File: config.mk
export PLATFORM = sky130hd
export DESIGN_NAME = uart_tx_fifo_unit
export DESIGN_NICKNAME = d
export VERILOG_FILES = /design/src/rtl/uart_tx_fifo_unit.sv
export SDC_FILE = /design/constraint.sdc
export NUM_CORES = 1
export LEC_CHECK = 0
export CORE_ASPECT_RATIO = 1.25
export CORE_UTILIZATION = 60
export DETAILED_ROUTE_END_ITERATION = 16
export PLACE_DENSITY = 0.78
export RECOVER_POWER = 25
export SLEW_MARGIN = 20
export SYNTH_ARGS = -nofsm -noshare
export SYNTH_HDL_FRONTEND = slang
export SYNTH_SLANG_ARGS = --single-unit
File: constraint.sdc
create_clock -name clk -period 4.82 [get_ports clk]
set_input_delay 0.482 -clock clk [delete_from_list [all_inputs] [get_ports clk]]
set_output_delay 0.482 -clock clk [all_outputs]
set_load 0.05 [all_outputs]
File: src/rtl/uart_tx_fifo_unit.sv
// uart_tx_fifo_unit: buffered 8N1 UART transmitter.
// Byte stores push into a circular FIFO; a serializer drains it onto uart_tx
// at CLKS_PER_BIT clocks per bit, chaining frames back-to-back when data waits.
//
// state | meaning
// IDLE  | line high, waiting for FIFO data
// START | start bit (low) for one bit period
// DATA  | eight data bits, LSB first
// STOP  | stop bit (high); pops next byte at its end if one is queued
module uart_tx_fifo_unit #(
  parameter int CLKS_PER_BIT = 87,
  parameter int DEPTH_LOG2   = 4
) (
  input  logic                  clk,
  input  logic                  rst,
  input  logic                  wr_en,
  input  logic [7:0]            wr_data,
  input  logic                  clr_overflow,
  output logic                  full,
  output logic                  empty,
  output logic [DEPTH_LOG2:0]   level,
  output logic                  overflow,
  output logic                  tx_busy,
  output logic                  uart_tx
);

  localparam int DEPTH = 1 << DEPTH_LOG2;
  localparam int TW    = (CLKS_PER_BIT > 2) ? $clog2(CLKS_PER_BIT) : 1;
  localparam logic [TW-1:0]         T_LAST   = TW'(CLKS_PER_BIT - 1);
  localparam logic [DEPTH_LOG2:0]   CNT_FULL = (DEPTH_LOG2 + 1)'(DEPTH);

  typedef enum logic [1:0] {IDLE, START, DATA, STOP} state_t;

  state_t                 state_q, state_d;
  logic [TW-1:0]          timer_q, timer_d;
  logic [2:0]             idx_q, idx_d;
  logic [7:0]             shift_q, shift_d;
  logic                   tx_q, tx_d;

  logic [7:0]             mem [DEPTH];
  logic [DEPTH_LOG2-1:0]  wr_ptr, rd_ptr;
  logic [DEPTH_LOG2:0]    count;
  logic                   push, pop, bit_end;

  assign full    = (count == CNT_FULL);
  assign empty   = (count == '0);
  assign level   = count;
  assign tx_busy = (state_q != IDLE) || !empty;
  assign uart_tx = tx_q;

  // full is the pre-edge value, so a write while full is dropped even if a pop coincides
  assign push    = wr_en && !full;
  assign bit_end = (timer_q == T_LAST);

  // FIFO storage write port; contents need no reset since count gates reads
  always_ff @(posedge clk) begin
    if (push) mem[wr_ptr] <= wr_data;
  end

  // FIFO pointers, occupancy count and sticky overflow flag
  always_ff @(posedge clk) begin
    if (rst) begin
      wr_ptr   <= '0;
      rd_ptr   <= '0;
      count    <= '0;
      overflow <= 1'b0;
    end else begin
      if (push) wr_ptr <= wr_ptr + 1'b1;
      if (pop)  rd_ptr <= rd_ptr + 1'b1;
      case ({push, pop})
        2'b10:   count <= count + 1'b1;
        2'b01:   count <= count - 1'b1;
        default: count <= count;
      endcase
      // set wins over a same-cycle clear
      if (wr_en && full)     overflow <= 1'b1;
      else if (clr_overflow) overflow <= 1'b0;
    end
  end

  // serializer next-state, pop request and next line value
  always_comb begin
    state_d = state_q;
    timer_d = bit_end ? '0 : timer_q + 1'b1;
    idx_d   = idx_q;
    shift_d = shift_q;
    pop     = 1'b0;
    case (state_q)
      IDLE: begin
        timer_d = '0;
        if (!empty) begin
          pop     = 1'b1;
          shift_d = mem[rd_ptr];
          state_d = START;
        end
      end
      START: begin
        idx_d = 3'd0;
        if (bit_end) state_d = DATA;
      end
      DATA: begin
        if (bit_end) begin
          shift_d = {1'b0, shift_q[7:1]};
          idx_d   = idx_q + 3'd1;
          if (idx_q == 3'd7) state_d = STOP;
        end
      end
      STOP: begin
        if (bit_end) begin
          if (!empty) begin
            pop     = 1'b1;
            shift_d = mem[rd_ptr];
            state_d = START;
          end else begin
            state_d = IDLE;
          end
        end
      end
      default: state_d = IDLE;
    endcase
    // line value derives from the next state so the register output is glitch-free
    case (state_d)
      START:   tx_d = 1'b0;
      DATA:    tx_d = shift_d[0];
      default: tx_d = 1'b1;
    endcase
  end

  // serializer state register; reset abandons any partial frame
  always_ff @(posedge clk) begin
    if (rst) begin
      state_q <= IDLE;
      timer_q <= '0;
      idx_q   <= 3'd0;
      shift_q <= 8'd0;
      tx_q    <= 1'b1;
    end else begin
      state_q <= state_d;
      timer_q <= timer_d;
      idx_q   <= idx_d;
      shift_q <= shift_d;
      tx_q    <= tx_d;
    end
  end

endmodule
# Yosys cells after proc, flatten, opt, wreduce, memory -nomap -nowiden
# Memory sizes are Yosys's and may differ from the RTL's. A register that Yosys moved wholly into a read port is not among the register bits.
# Index checks and enable logic that the tools add are counted.
[word_totals]
regBits = 35
ramBits = 128
output_inout_bits = 10
memories = 1
[op_classes]
n_addsub = 6
eq_ne = 12
muxes = 24
reduce_logical = 15
[mem_list]
columns = ["memory", "words", "word_bits", "rd", "rd_clocked_by_memory_dff", "write_ports", "line", "rtl"]
rows = [
  ["mem", 16, 8, 1, 1, 1, "40", "logic [7:0] mem [DEPTH];"],
]
[ops]
columns = ["op", "count"]
rows = [
  ["$mux W8", 3],
  ["$pmux W8 S3", 1],
  ["$mux W2", 5],
  ["$pmux W5 S2", 1],
  ["$add A4 B1 Y4 const B", 2],
  ["$eq A2 B2 Y1 const B", 4],
  ["$mux W4", 2],
  ["$pmux W2 S4", 1],
  ["$reduce_bool A2 Y1", 4],
  ["$add A7 B1 Y7 const B", 1],
  ["$eq A7 B7 Y1 const B", 1],
  ["$mux W1", 7],
  ["$eq A2 B1 Y1 const B", 3],
  ["$pmux W3 S2", 1],
  ["$add A5 B1 Y5 const B", 1],
  ["$eq A5 B5 Y1 const B", 1],
  ["$logic_not A5 Y1", 1],
  ["$sub A5 B1 Y5 const B", 1],
  ["$ne A2 B2 Y1 const B", 2],
  ["$pmux W1 S2", 2],
  ["$add A3 B1 Y3 const B", 1],
  ["$eq A3 B3 Y1 const B", 1],
  ["$mux W3", 1],
  ["$reduce_and A3 Y1", 1],
  ["7 further kinds", 9],
]

# Longest topological paths before layout
[depth]
depth_word = 6
ltp_mapped = 15
ltp_nobuf = 13

# Least setup slack after synthesis
# No wires, ideal clock.
[synth_timing]
kind = "register to register"
startpoint = "reg count[1], in the netlist level[1]"
endpoint = "reg count[4], in the netlist level[4]"
setup_time_ps = 123
arrival_time_ps = 3545
t_required_ps = 4697
setup_slack_ps = 1152
stages_incl_launch_ff = 14
synth_period_minus_slack_ps = 3668
path_cell_list = "dfxtp_1 > buf_2 > or4_1 > buf_2 > nor2_4 > nor3_2 > ha_1 > clkbuf_1 > xor2_1 > ha_1 > a31oi_1 > mux2i_1 > nand4_1 > mux2_1"
[synth_between]
elab_chain_cells = 6
word_cells_on_any_way = 13
[synth_rtl]
columns = ["element", "line", "rtl"]
rows = [
  ["start: declaration", "42", "logic [DEPTH_LOG2:0] count;"],
  ["start signal: assignment", "71", "2'b10: count <= count + 1'b1;"],
  ["start signal: assignment", "72", "2'b01: count <= count - 1'b1;"],
  ["start signal: assignment", "73", "default: count <= count;"],
  ["$logic_not A5 Y1 *", "46", "assign empty = (count == '0);"],
  ["via empty", "20", "output logic empty,"],
  ["$mux W1 *", "91, 110", ""],
  ["$mux W1", "109", "if (bit_end) begin"],
  ["$pmux W1 S2 *", "88", "case (state_q)"],
  ["via pop", "43", "logic push, pop, bit_end;"],
  ["$eq A2 B1 Y1 or $eq A2 B2 Y1 (tied branches)", "70", "case ({push, pop})"],
  ["$pmux W5 S2 or $reduce_bool A2 Y1 (tied branches)", "--", ""],
]
# The timed path passes the listed nets; every way through them passes the cells marked *.
# A chain may end at the register's enable or synchronous reset.

# Worst setup path after layout
[layout_timing]
startpoint = "reg timer_q[0]"
endpoint = "reg count[4], in the netlist level[4]"
[layout_between]
elab_chain_cells = 5
word_cells_on_any_way = 7
[layout_rtl]
columns = ["element", "line", "rtl"]
rows = [
  ["start: declaration", "35", "logic [TW-1:0] timer_q, timer_d;"],
  ["start signal: assignment", "139", "timer_q <= timer_d;"],
  ["$eq A7 B7 Y1 *", "53", "assign bit_end = (timer_q == T_LAST);"],
  ["$mux W1 *", "109", ""],
  ["$pmux W1 S2 *", "88", ""],
  ["via pop", "43", ""],
  ["$eq A2 B1 Y1 or $eq A2 B2 Y1 (tied branches)", "70", ""],
  ["$pmux W5 S2 or $reduce_bool A2 Y1 (tied branches)", "--", ""],
]
# Marks and branches as above.

==> metrics.md <==
| Metric | Value |
|---|---|
| Status | `finished clean` |
| Dpl cells | `627` |
| Via/cell ratio | `between 6 and 7` |
| PD cells | `about 550 mW/mm²` |
| Cell area after synthesis | `0.00713 mm²` |
| Root buf cell | `clkbuf_16` |
| H-tree Lvls | `4` |
| Total wire length | `about 14000 µm` |
| Pins Over Slew Limit | `0` |
| Horiz. Die Dim | `99.5 µm` |
| CTS tree | `built` |
| Final min period | `roughly 3.6 ns` |
| Hold depth | `1` |
| Final hold slack | `0.458 ns` |
| Post-synth cell types | `65` |
| GRT overflow | `0` |
| Yosys top cell by area | `edfxtp_1` |
| Number of port buffers | `21` |
| Final period utilization | `75.4%` |
| Vias | `between 4k and 5k` |
| Most frequent cell after synthesis | `edfxtp_1` |
| Worst hold-check path type | `reg2reg` |
| Maximum vdd drop | `between 0.0003 and 0.0004 V` |
| Placed Area | `about 0.0075 mm²` |
| F_max | `approximately 280 MHz` |
| Antenna-violating nets left | `0` |
| Num rows | `44` |
| Syn Area/Cell | `about 15 µm²` |
| Post-CTS Setup Bufs | `0` |
| Clock-pin slew on the worst setup and hold paths | `about 0.06 ns` |
| Global routing's busiest layer | `met2` |
| Core ar. | `0.0116 mm²` |
| Ys Warns | `0` |
| Initial Utilization | `~61%` |
| Max_cap viols | `0` |
| Met2 Resource Use GR | `between 40% and 50%` |
| Slew HR | `about 30%` |
| Number of gates resized after cts | `0` |
| GPL Wtd Cong | `between 0.9 and 1` |
| WP data required | `roughly 5.1 ns` |
| Startpoint types | `register` |
| Setup TNS | `0 ns` |
| Grt met1 use | `between 30% and 40%` |
| RSZ-0062 raised after global routing | `false` |
| First-pass DRT Iterations | `5` |
| Sequential cell area fraction in the yosys report | `around two thirds` |
| Detailed Place HPWL | `8760 µm` |
| Final #Nets | `between 500 and 600` |
| Per-cell routed wire length | `between 20 and 25 µm` |
| Nature of the critical path endpoint | `register` |
| EDFF count, synth | `roughly 130` |
| Pin count of the biggest net entering global routing | `40` |
| Vias in the first global route | `about 4.1k` |
| FILL cells | `744` |
| Initial antenna violation count | `0` |
| Clk_skew | `between 0.009 and 0.01 ns` |
| P&R area growth vs syn | `13.3%` |
| Initial DRC Count | `about 430` |
| Boundary Pins | `22` |
| Final Util | `a little over two thirds` |
| #FFs+latches synth | `between 150 and 200` |
| Hold buffers post-CTS | `0` |
| Async set-reset flop share out of synthesis | `0%` |
| Clock Tree Buf Depth | `2` |
| Post-route DRC | `0` |
| Mapped Cells | `between 400 and 500` |
| Leakage power | `2.63 nW` |
| Post-Syn Nets | `roughly 500` |
| Top cell type's share of synthesized area | `between 50% and 60%` |
| Die H | `between 100 and 150 µm` |
| ANT cells | `0` |
| Total track usage | `between 20% and 30%` |
| Fin. Hold Viols | `0` |
| Share of layout cells above drive strength 1 | `17.1%` |
| Synth cell count leaders | `edfxtp_1 (128), nor2_1 (50), dfxtp_1 (39)` |
| Synth area leaders | `edfxtp_1 (54%), dfxtp_1 (11%), mux4_2 (9.5%), ha_1 (3.0%), nor2_1 (2.6%)` |
| Ys flop type | `edfxtp_1` |
| Arrival @ worst endpoint | `3.94 ns` |
| Setup Viol. Count Final | `0` |
| Met3 Use GR | `5.33%` |
| Layout Cells excl Fill | `between 600 and 700` |
| Clock Latency Late Sink | `roughly 0.42 ns` |
| CP Class | `reg2reg` |
| First-pass GRT wire length | `22300 µm` |
| R2R cell count | `12` |
| Fin area | `roughly 0.0081 mm²` |
| Clock sink count | `167` |
| Die ar. | `0.0123 mm²` |
| Peak fanout along the critical path | `15` |
| CTS Buf Count | `17` |
| Slew @ Worst Pin | `around 1.0 ns` |
[final cells by class]
class	count	area (µm²)	share of cell area, %
well taps	161	201	2.49
clock inverters	13	179	2.21
repair buffers	27	255	3.16
clock buffers	18	429	5.31
inverters	9	33.8	0.418
multi-input cells	263	2350	29.1
flip-flops and latches	167	4630	57.3
[critical path, cell delays in order, from the launching register on]
cell     delay, ns
dfxtp_1       0.33
inv_1         0.06
ha_1          0.16
and4b_1       0.40
a31oi_4       0.19
nor3_2        0.38
ha_1          0.53
xor2_1        0.13
ha_1          0.27
a31oi_1       0.35
mux2i_1       0.26
nand4_1       0.13
mux2_1        0.33
[final timing paths]
check                           slack (ns)       start         end
worst max-delay path                  1.18  timer_q[0]    level[4]
worst min-delay path                  0.46  timer_q[0]  timer_q[0]
worst min register to register        0.46  timer_q[0]  timer_q[0]
worst max register to register        1.18  timer_q[0]    level[4]
[placed cells by master, fill, tap and decap left out, drive strengths merged, types with 13 or more instances in the layout]
master | synthesis | final
edfxtp | 128 | 128
nor2 | 51 | 51
ha | 17 | 17
nor3 | 13 | 13
a211oi | 13 | 13
mux4 | 30 | 30
dfxtp | 39 | 39
clkdlybuf4s50 | 0 | 15
clkbuf | 15 | 18
[kinds of logic (layout without fill, tap and decap cells)]
group	Yosys count	count (layout)	share of synthesized area, %
muxes	47	47	12.0
DFF	167	167	64.8
AOI/OAI and AO/OA	62	62	7.21
and+or+nand+nor	123	123	9.05
buffers and inverters	37	67	2.25
adders and majority gates	17	17	2.98
xor gates and xnor gates	14	14	1.72
[metal layers]
metal | up-vias | wire (µm)
li1 | 1856 | -
met1 | 2071 | 5740
met5 | - | 0
met4 | 0 | 406
met2 | 158 | 7560
met3 | 31 | 682
[registers in the layout, indices dropped and copies added (netlist names), named ones only]
register / cells
overflow: 1
rd_ptr: 4
state_q: 2
idx_q: 3
mem: 128
level: 5
wr_ptr: 4
timer_q: 7
shift_q: 8
uart_tx: 1
[stage by stage]
stage | worst slack [ns] | power (mW)
after CTS | 1.20 | 4.51
after floorplan | 1.15 | 2.78
final | 1.18 | 4.48
after global placement | 1.41 | 3.06
after detailed placement | 1.22 | 3.10
after global routing | 0.902 | 4.68
[report_power, final]
part	internal [mW]	leakage (nW)	switching, mW
sequential	1.66	1.47	0.133
clock	0.862	0.293	0.535
combinational	0.517	0.862	0.779
total	3.04	2.63	1.45
No activity file was read; power rests on OpenSTA's default activity.
